[config.mk]
export PLATFORM = sky130hd
export DESIGN_NAME = uart_tx_fifo
export DESIGN_NICKNAME = d
export VERILOG_FILES = /design/src/rtl/uart_tx_fifo.sv
export SDC_FILE = /design/constraint.sdc
export NUM_CORES = 1
export LEC_CHECK = 0
export CELL_PAD_IN_SITES_DETAIL_PLACEMENT = 0
export CELL_PAD_IN_SITES_GLOBAL_PLACEMENT = 1
export CORE_MARGIN = 1
export CORE_UTILIZATION = 40
export CTS_BUF_LIST = sky130_fd_sc_hd__clkbuf_16
export CTS_CLUSTER_DIAMETER = 150
export DETAILED_ROUTE_END_ITERATION = 10
export DONT_BUFFER_PORTS = 1
export PLACE_DENSITY_LB_ADDON = 0.1
export SLEW_MARGIN = 20
export SYNTH_ARGS = -nofsm -noshare
export SYNTH_HDL_FRONTEND = slang
export SYNTH_SLANG_ARGS = --single-unit
[constraint.sdc]
create_clock -name clk -period 3.8 [get_ports clk]
set_input_delay 0.95 -clock clk [delete_from_list [all_inputs] [get_ports clk]]
set_output_delay 0.95 -clock clk [all_outputs]
set_load 0.05 [all_outputs]
[src/rtl/uart_tx_fifo.sv]
// uart_tx_fifo: FIFO-buffered UART transmitter with per-frame runtime configuration and CTS flow control
module uart_tx_fifo #(
  parameter int DATA_WIDTH = 8,
  parameter int DEPTH = 16
) (
  input  logic                    clk,
  input  logic                    rst,
  input  logic [DATA_WIDTH-1:0]   wr_data,
  input  logic                    wr_valid,
  output logic                    wr_ready,
  input  logic                    uart_cts_n,
  input  logic [12:0]             UART_CONFIG_DELAY_FRAMES,
  input  logic [4:0]              UART_CONFIG_DATABITS,
  input  logic [1:0]              UART_CONFIG_PARITY,
  input  logic [1:0]              UART_CONFIG_STOPBITS,
  input  logic [2:0]              UART_CONFIG_FLOWCTRL,
  output logic                    uart_txpin,
  output logic [$clog2(DEPTH):0]  fifo_level,
  output logic                    uart_tx_busy
);
  localparam int AW = $clog2(DEPTH);
  typedef enum logic [2:0] {IDLE, START, DATA, PARITY, STOP} state_t;
  state_t state_q, state_d;
  logic [DATA_WIDTH-1:0] mem [DEPTH];
  logic [AW-1:0] wr_ptr, rd_ptr;
  logic [DATA_WIDTH-1:0] shreg, mask;
  logic [12:0] cnt, d_lat, d_in;
  logic [4:0] bit_idx, nb_lat, nb_in;
  logic [1:0] stop_lat;
  logic par_en, par_bit, push, pop, start_ok, bit_end;
  assign wr_ready = !fifo_level[AW];
  assign push = wr_valid && wr_ready;
  assign start_ok = fifo_level != '0 && (UART_CONFIG_FLOWCTRL != 3'd1 || !uart_cts_n);
  assign bit_end = cnt == d_lat - 13'd1;
  assign d_in = UART_CONFIG_DELAY_FRAMES < 13'd2 ? 13'd2 : UART_CONFIG_DELAY_FRAMES;
  assign nb_in = UART_CONFIG_DATABITS == 5'd0 ? 5'd1 :
                 UART_CONFIG_DATABITS > 5'(DATA_WIDTH) ? 5'(DATA_WIDTH) : UART_CONFIG_DATABITS;
  assign mask = DATA_WIDTH'((32'd1 << nb_in) - 32'd1);
  assign uart_tx_busy = state_q != IDLE;
  assign uart_txpin = state_q == START ? 1'b0 :
                      state_q == DATA ? shreg[0] :
                      state_q == PARITY ? par_bit : 1'b1;
  always_comb begin
    state_d = state_q;
    pop = 1'b0;
    case (state_q)
      IDLE: begin
        pop = start_ok;
        state_d = start_ok ? START : IDLE;
      end
      START: state_d = bit_end ? DATA : START;
      DATA: state_d = bit_end && bit_idx == nb_lat - 5'd1 ? (par_en ? PARITY : STOP) : DATA;
      PARITY: state_d = bit_end ? STOP : PARITY;
      STOP: if (bit_end && bit_idx == {3'b0, stop_lat}) begin
        pop = start_ok;
        state_d = start_ok ? START : IDLE;
      end
      default: state_d = IDLE;
    endcase
  end
  always_ff @(posedge clk) begin
    if (push) mem[wr_ptr] <= wr_data;
  end
  always_ff @(posedge clk) begin
    if (rst) begin
      wr_ptr <= '0;
      rd_ptr <= '0;
      fifo_level <= '0;
    end else begin
      wr_ptr <= wr_ptr + AW'(push);
      rd_ptr <= rd_ptr + AW'(pop);
      fifo_level <= fifo_level + (AW+1)'(push) - (AW+1)'(pop);
    end
  end
  always_ff @(posedge clk) begin
    if (rst) begin
      state_q <= IDLE;
      cnt <= '0;
      bit_idx <= '0;
      shreg <= '0;
      d_lat <= 13'd2;
      nb_lat <= 5'd1;
      stop_lat <= '0;
      par_en <= 1'b0;
      par_bit <= 1'b0;
    end else begin
      state_q <= state_d;
      cnt <= state_q == IDLE || bit_end ? '0 : cnt + 13'd1;
      bit_idx <= !bit_end ? bit_idx : state_d == state_q ? bit_idx + 5'd1 : '0;
      if (pop) begin
        shreg <= mem[rd_ptr];
        d_lat <= d_in;
        nb_lat <= nb_in;
        stop_lat <= UART_CONFIG_STOPBITS;
        par_en <= ^UART_CONFIG_PARITY;
        par_bit <= ^(mem[rd_ptr] & mask) ^ (UART_CONFIG_PARITY == 2'd1);
      end else if (state_q == DATA && bit_end) begin
        shreg <= shreg >> 1;
      end
    end
  end
endmodule

==> impl_metrics.csv <==
group,metric,value,unit
worst_hold_path,hold_end,"shreg[1]$_SDFFE_PP0P_",
run_status,status,"completed",
global_route,grt_pass1_vias,5151,
die,io-pin-count,45,
clock_tree,cts_hold_buf,0,
finish,fillers,1858,
timing,layout_min_cycle_time,3.63,ns
place,dp.cells,938,
finish,multiInputGateArea,3320,µm²
timing,fmax,275,MHz
synthesis,synthMuxAreaShare,0.113,
power,power,6.56,mW
clock_tree,cts.repair.resized,0,
setup_path,startpoint_type,"flop",
timing,slew_viol_final,0,
clock_tree,cts_setup_buffers,0,
timing,period_share,0.956,
clock_tree,clk_pin_slew,0.08,ns
finish,area_growth,13.1,%
place,port_buffers,0,
synthesis,postSynth.asyncResetShare,0,
global_route,grt_overflow,0,
power,p_leak,3.31,nW
synthesis,synth.cell_area,8600,µm²
clock_tree,cts_buffers,17,
synthesis,synthAdderAreaFrac,0.0242,
job,maxCapViolations,0,
synthesis,synth_compound_area_frac,0.0639,
finish,num_antenna_cells,0,
synthesis,synthDistinctLibCells,59,
finish,final_cell_mix,"edfxtp_1 (128), dfxtp_1 (62), nor2_1 (59)",
die,start_util,0.409,
drt,drt-wirelength-per-cell,18.7,µm
synthesis,synth_top_family_by_area,"simple AND/OR/NAND/NOR gates",
setup_path,crit_required,4.15,ns
global_route,track_usage,0.173,
synthesis,seq_area_frac_synth,0.596,
drt,via_count,5142,
clock_tree,cts_max_level,4,
finish,seqCellArea,5130,µm²
setup_path,r2r-start,"d_lat[1]$_SDFFE_PP1P_",
setup_path,path_common_cell,"nand2_1",
synthesis,ys_warn_count,0,
synthesis,synthFlopType,"edfxtp_1",
setup_path,slowest_delay,0.54,ns
global_route,antenna_found_initial,0,
setup_path,path_cells,"or4_4 > or3_4 > a2111oi_4 > and4_1 > o2111a_1 > nor2_2 > nand2_1 > nand2_1 > ha_2 > fa_2 > a21oi_2 > nor2_1 > or3_1 > a21oi_1",
worst_hold_path,hold_path.class,"flop to flop",
clock_tree,cts_buffer_depth,2,
power,p_per_area,675,nW/µm²
clock_tree,cts_tree,"built",
global_route,grt_first_pass_wirelength,28300,µm
worst_hold_path,holdCritStartpoint,"shreg[2]$_SDFFE_PP0P_",
timing,rsz0062_at_grt,"no",
finish,nets,735,
synthesis,yosys_register_bits,192,
setup_path,r2r-end,"fifo_level[4]$_SDFF_PP0_",
drt,dr.pass1.iters,4,
timing,slew_headroom,0.362,
place,hpwl,12600,µm
drt,drt_iter0_markers,334,
setup_path,critPathArrivalTime,3.99,ns
synthesis,syn_area_per_cell,13.0,µm²
timing,worst_slew_pin_slew,0.954,ns
synthesis,yosys.area_share.simple,0.123,
die,dieWidth,149,µm
setup_path,ff2ff_path_depth,14,
finish,post_route_cells_drive_above_1_share,0.178,
clock_tree,clock_sinks,192,
global_route,grt_max_degree,49,
clock_tree,clockRootBuffer,"clkbuf_16",
setup_path,crit_type,"flop to flop",
place,gp_congestion,0.784,
synthesis,synth_xor_area_frac,0.0560,
die,rows,53,
clock_tree,clk_latency,0.43,ns
power,vdd_drop_max,0.000290,V
drt,viasPerCell,5.30,
die,die_h,149,µm
synthesis,synth_edf_count,128,
timing,finalHoldViolCount,0,
worst_hold_path,min_delay_path_depth,2,
drt,finalWirelength,18200,µm
setup_path,critPathSlowestCell,"or4_4",
synthesis,synth_nets,715,
finish,final_common_cell,"edfxtp_1",
timing,fin_setup_tns,0,ns
drt,ant_nets,0,
setup_path,cp-end-kind,"flop",
setup_path,rrSetupSlack,0.17,ns
die,fp.coreArea,21000,µm²
setup_path,crit_path_max_fanout,4,
finish,final_cells,970,
die,dieArea,22100,µm²
timing,finalSetupViolCount,0,
synthesis,netlist_instances,662,
drt,drc,0,
timing,fin_skew,0.0166,ns
## synth_stat cells, types with 4 or more instances
library cell,n,area share
xor2_1,22,0.022
or3_1,5,0.0036
and3_1,5,0.0036
nand2_1,53,0.023
a211oi_1,4,0.0035
nor3_1,9,0.0052
nor4_1,12,0.0087
buf_1,4,0.0017
nor2_1,60,0.026
nor3b_1,4,0.0035
dfxtp_1,64,0.15
nand3_1,18,0.010
clkbuf_1,17,0.0074
o21ai_0,14,0.0082
nand4_1,5,0.0036
nand2b_1,9,0.0065
nor2b_1,8,0.0058
mux2i_1,17,0.020
ha_1,15,0.022
buf_4,4,0.0035
a21o_1,4,0.0035
mux4_2,34,0.089
a21oi_1,31,0.018
a22oi_1,4,0.0035
inv_1,11,0.0048
buf_2,9,0.0052
edfxtp_1,128,0.45
xnor2_1,33,0.034
nand3b_1,10,0.0087
## state kept, by name (all words and copies together), names as in the netlist
register    cells
mem           128
state_q         3
wr_ptr          4
par_bit         1
nb_lat          5
rd_ptr          4
shreg           8
par_en          1
cnt            13
d_lat          13
fifo_level      5
stop_lat        2
bit_idx         5
## cell families after synthesis
| group | Yosys count |
|---|---|
| flops | 192 |
| other cells | 1 |
| compound gates | 84 |
| xor+xnor | 55 |
| simple gates | 213 |
| fa+ha+maj | 16 |
| mux | 54 |
| buf+inv | 47 |
## cell type report
type,instances,share of cell area
well taps,275,0.0354
repair buffers,35,0.0270
clock inverters,15,0.0196
flip-flops and latches,192,0.527
clock buffers,17,0.0438
inverters,13,0.00502
multi-input cells,423,0.342
## metal layers
| metal | wire [µm] | global-route usage | part of all wire |
|---|---|---|---|
| met1 | 8060 | 0.213 | 0.44 |
| met2 | 9100 | 0.298 | 0.50 |
| met3 | 785 | 0.0442 | 0.043 |
| met4 | 235 | 0.0531 | 0.013 |
| met5 | 0 | 0 | 0 |
## power by group
| group | switching (mW) | leakage [nW] | internal, mW |
|---|---|---|---|
| clock | 0.929 | 0.301 | 0.914 |
| sequential | 0.159 | 1.68 | 2.42 |
| combinational | 1.19 | 1.33 | 0.948 |
## critical path: cells and delay by family, from the launching register on
kind                     cells  cell delay [ns]
adder cells (fa/ha/maj)      2             0.59
AO/OA/AOI/OAI                4             0.80
AND/OR/NAND/NOR              8             1.81
flip-flops                   1             0.34
## how the worst max path moves through the flow
stage,from,end,cells past startpoint
4_1_cts,d_lat[0]$_SDFFE_PP0P_,fifo_level[4]$_SDFF_PP0_,14
6_report,d_lat[1]$_SDFFE_PP1P_,fifo_level[4]$_SDFF_PP0_,14
5_1_grt,d_lat[0]$_SDFFE_PP0P_,fifo_level[4]$_SDFF_PP0_,19
3_5_place_dp,d_lat[0]$_SDFFE_PP0P_,fifo_level[4]$_SDFF_PP0_,14
3_3_place_gp,d_lat[0]$_SDFFE_PP0P_,fifo_level[4]$_SDFF_PP0_,14
2_1_floorplan,d_lat[2]$_SDFFE_PP0P_,fifo_level[4]$_SDFF_PP0_,16
## through the flow
stage / hold slack, ns / setup WS, ns / instance area, µm² / utilization
after floorplan: 0.449 / 0.0163 / 8600 / -
after global placement: 0.454 / 0.135 / 9050 / 0.431
after global routing: 0.480 / 0.0106 / 9720 / 0.462
after detailed placement: 0.460 / 0.0487 / 9050 / 0.431
final: 0.468 / 0.166 / 9720 / 0.462
after CTS: 0.471 / 0.0158 / 9670 / 0.460
Power figures use the tool's default switching activity.
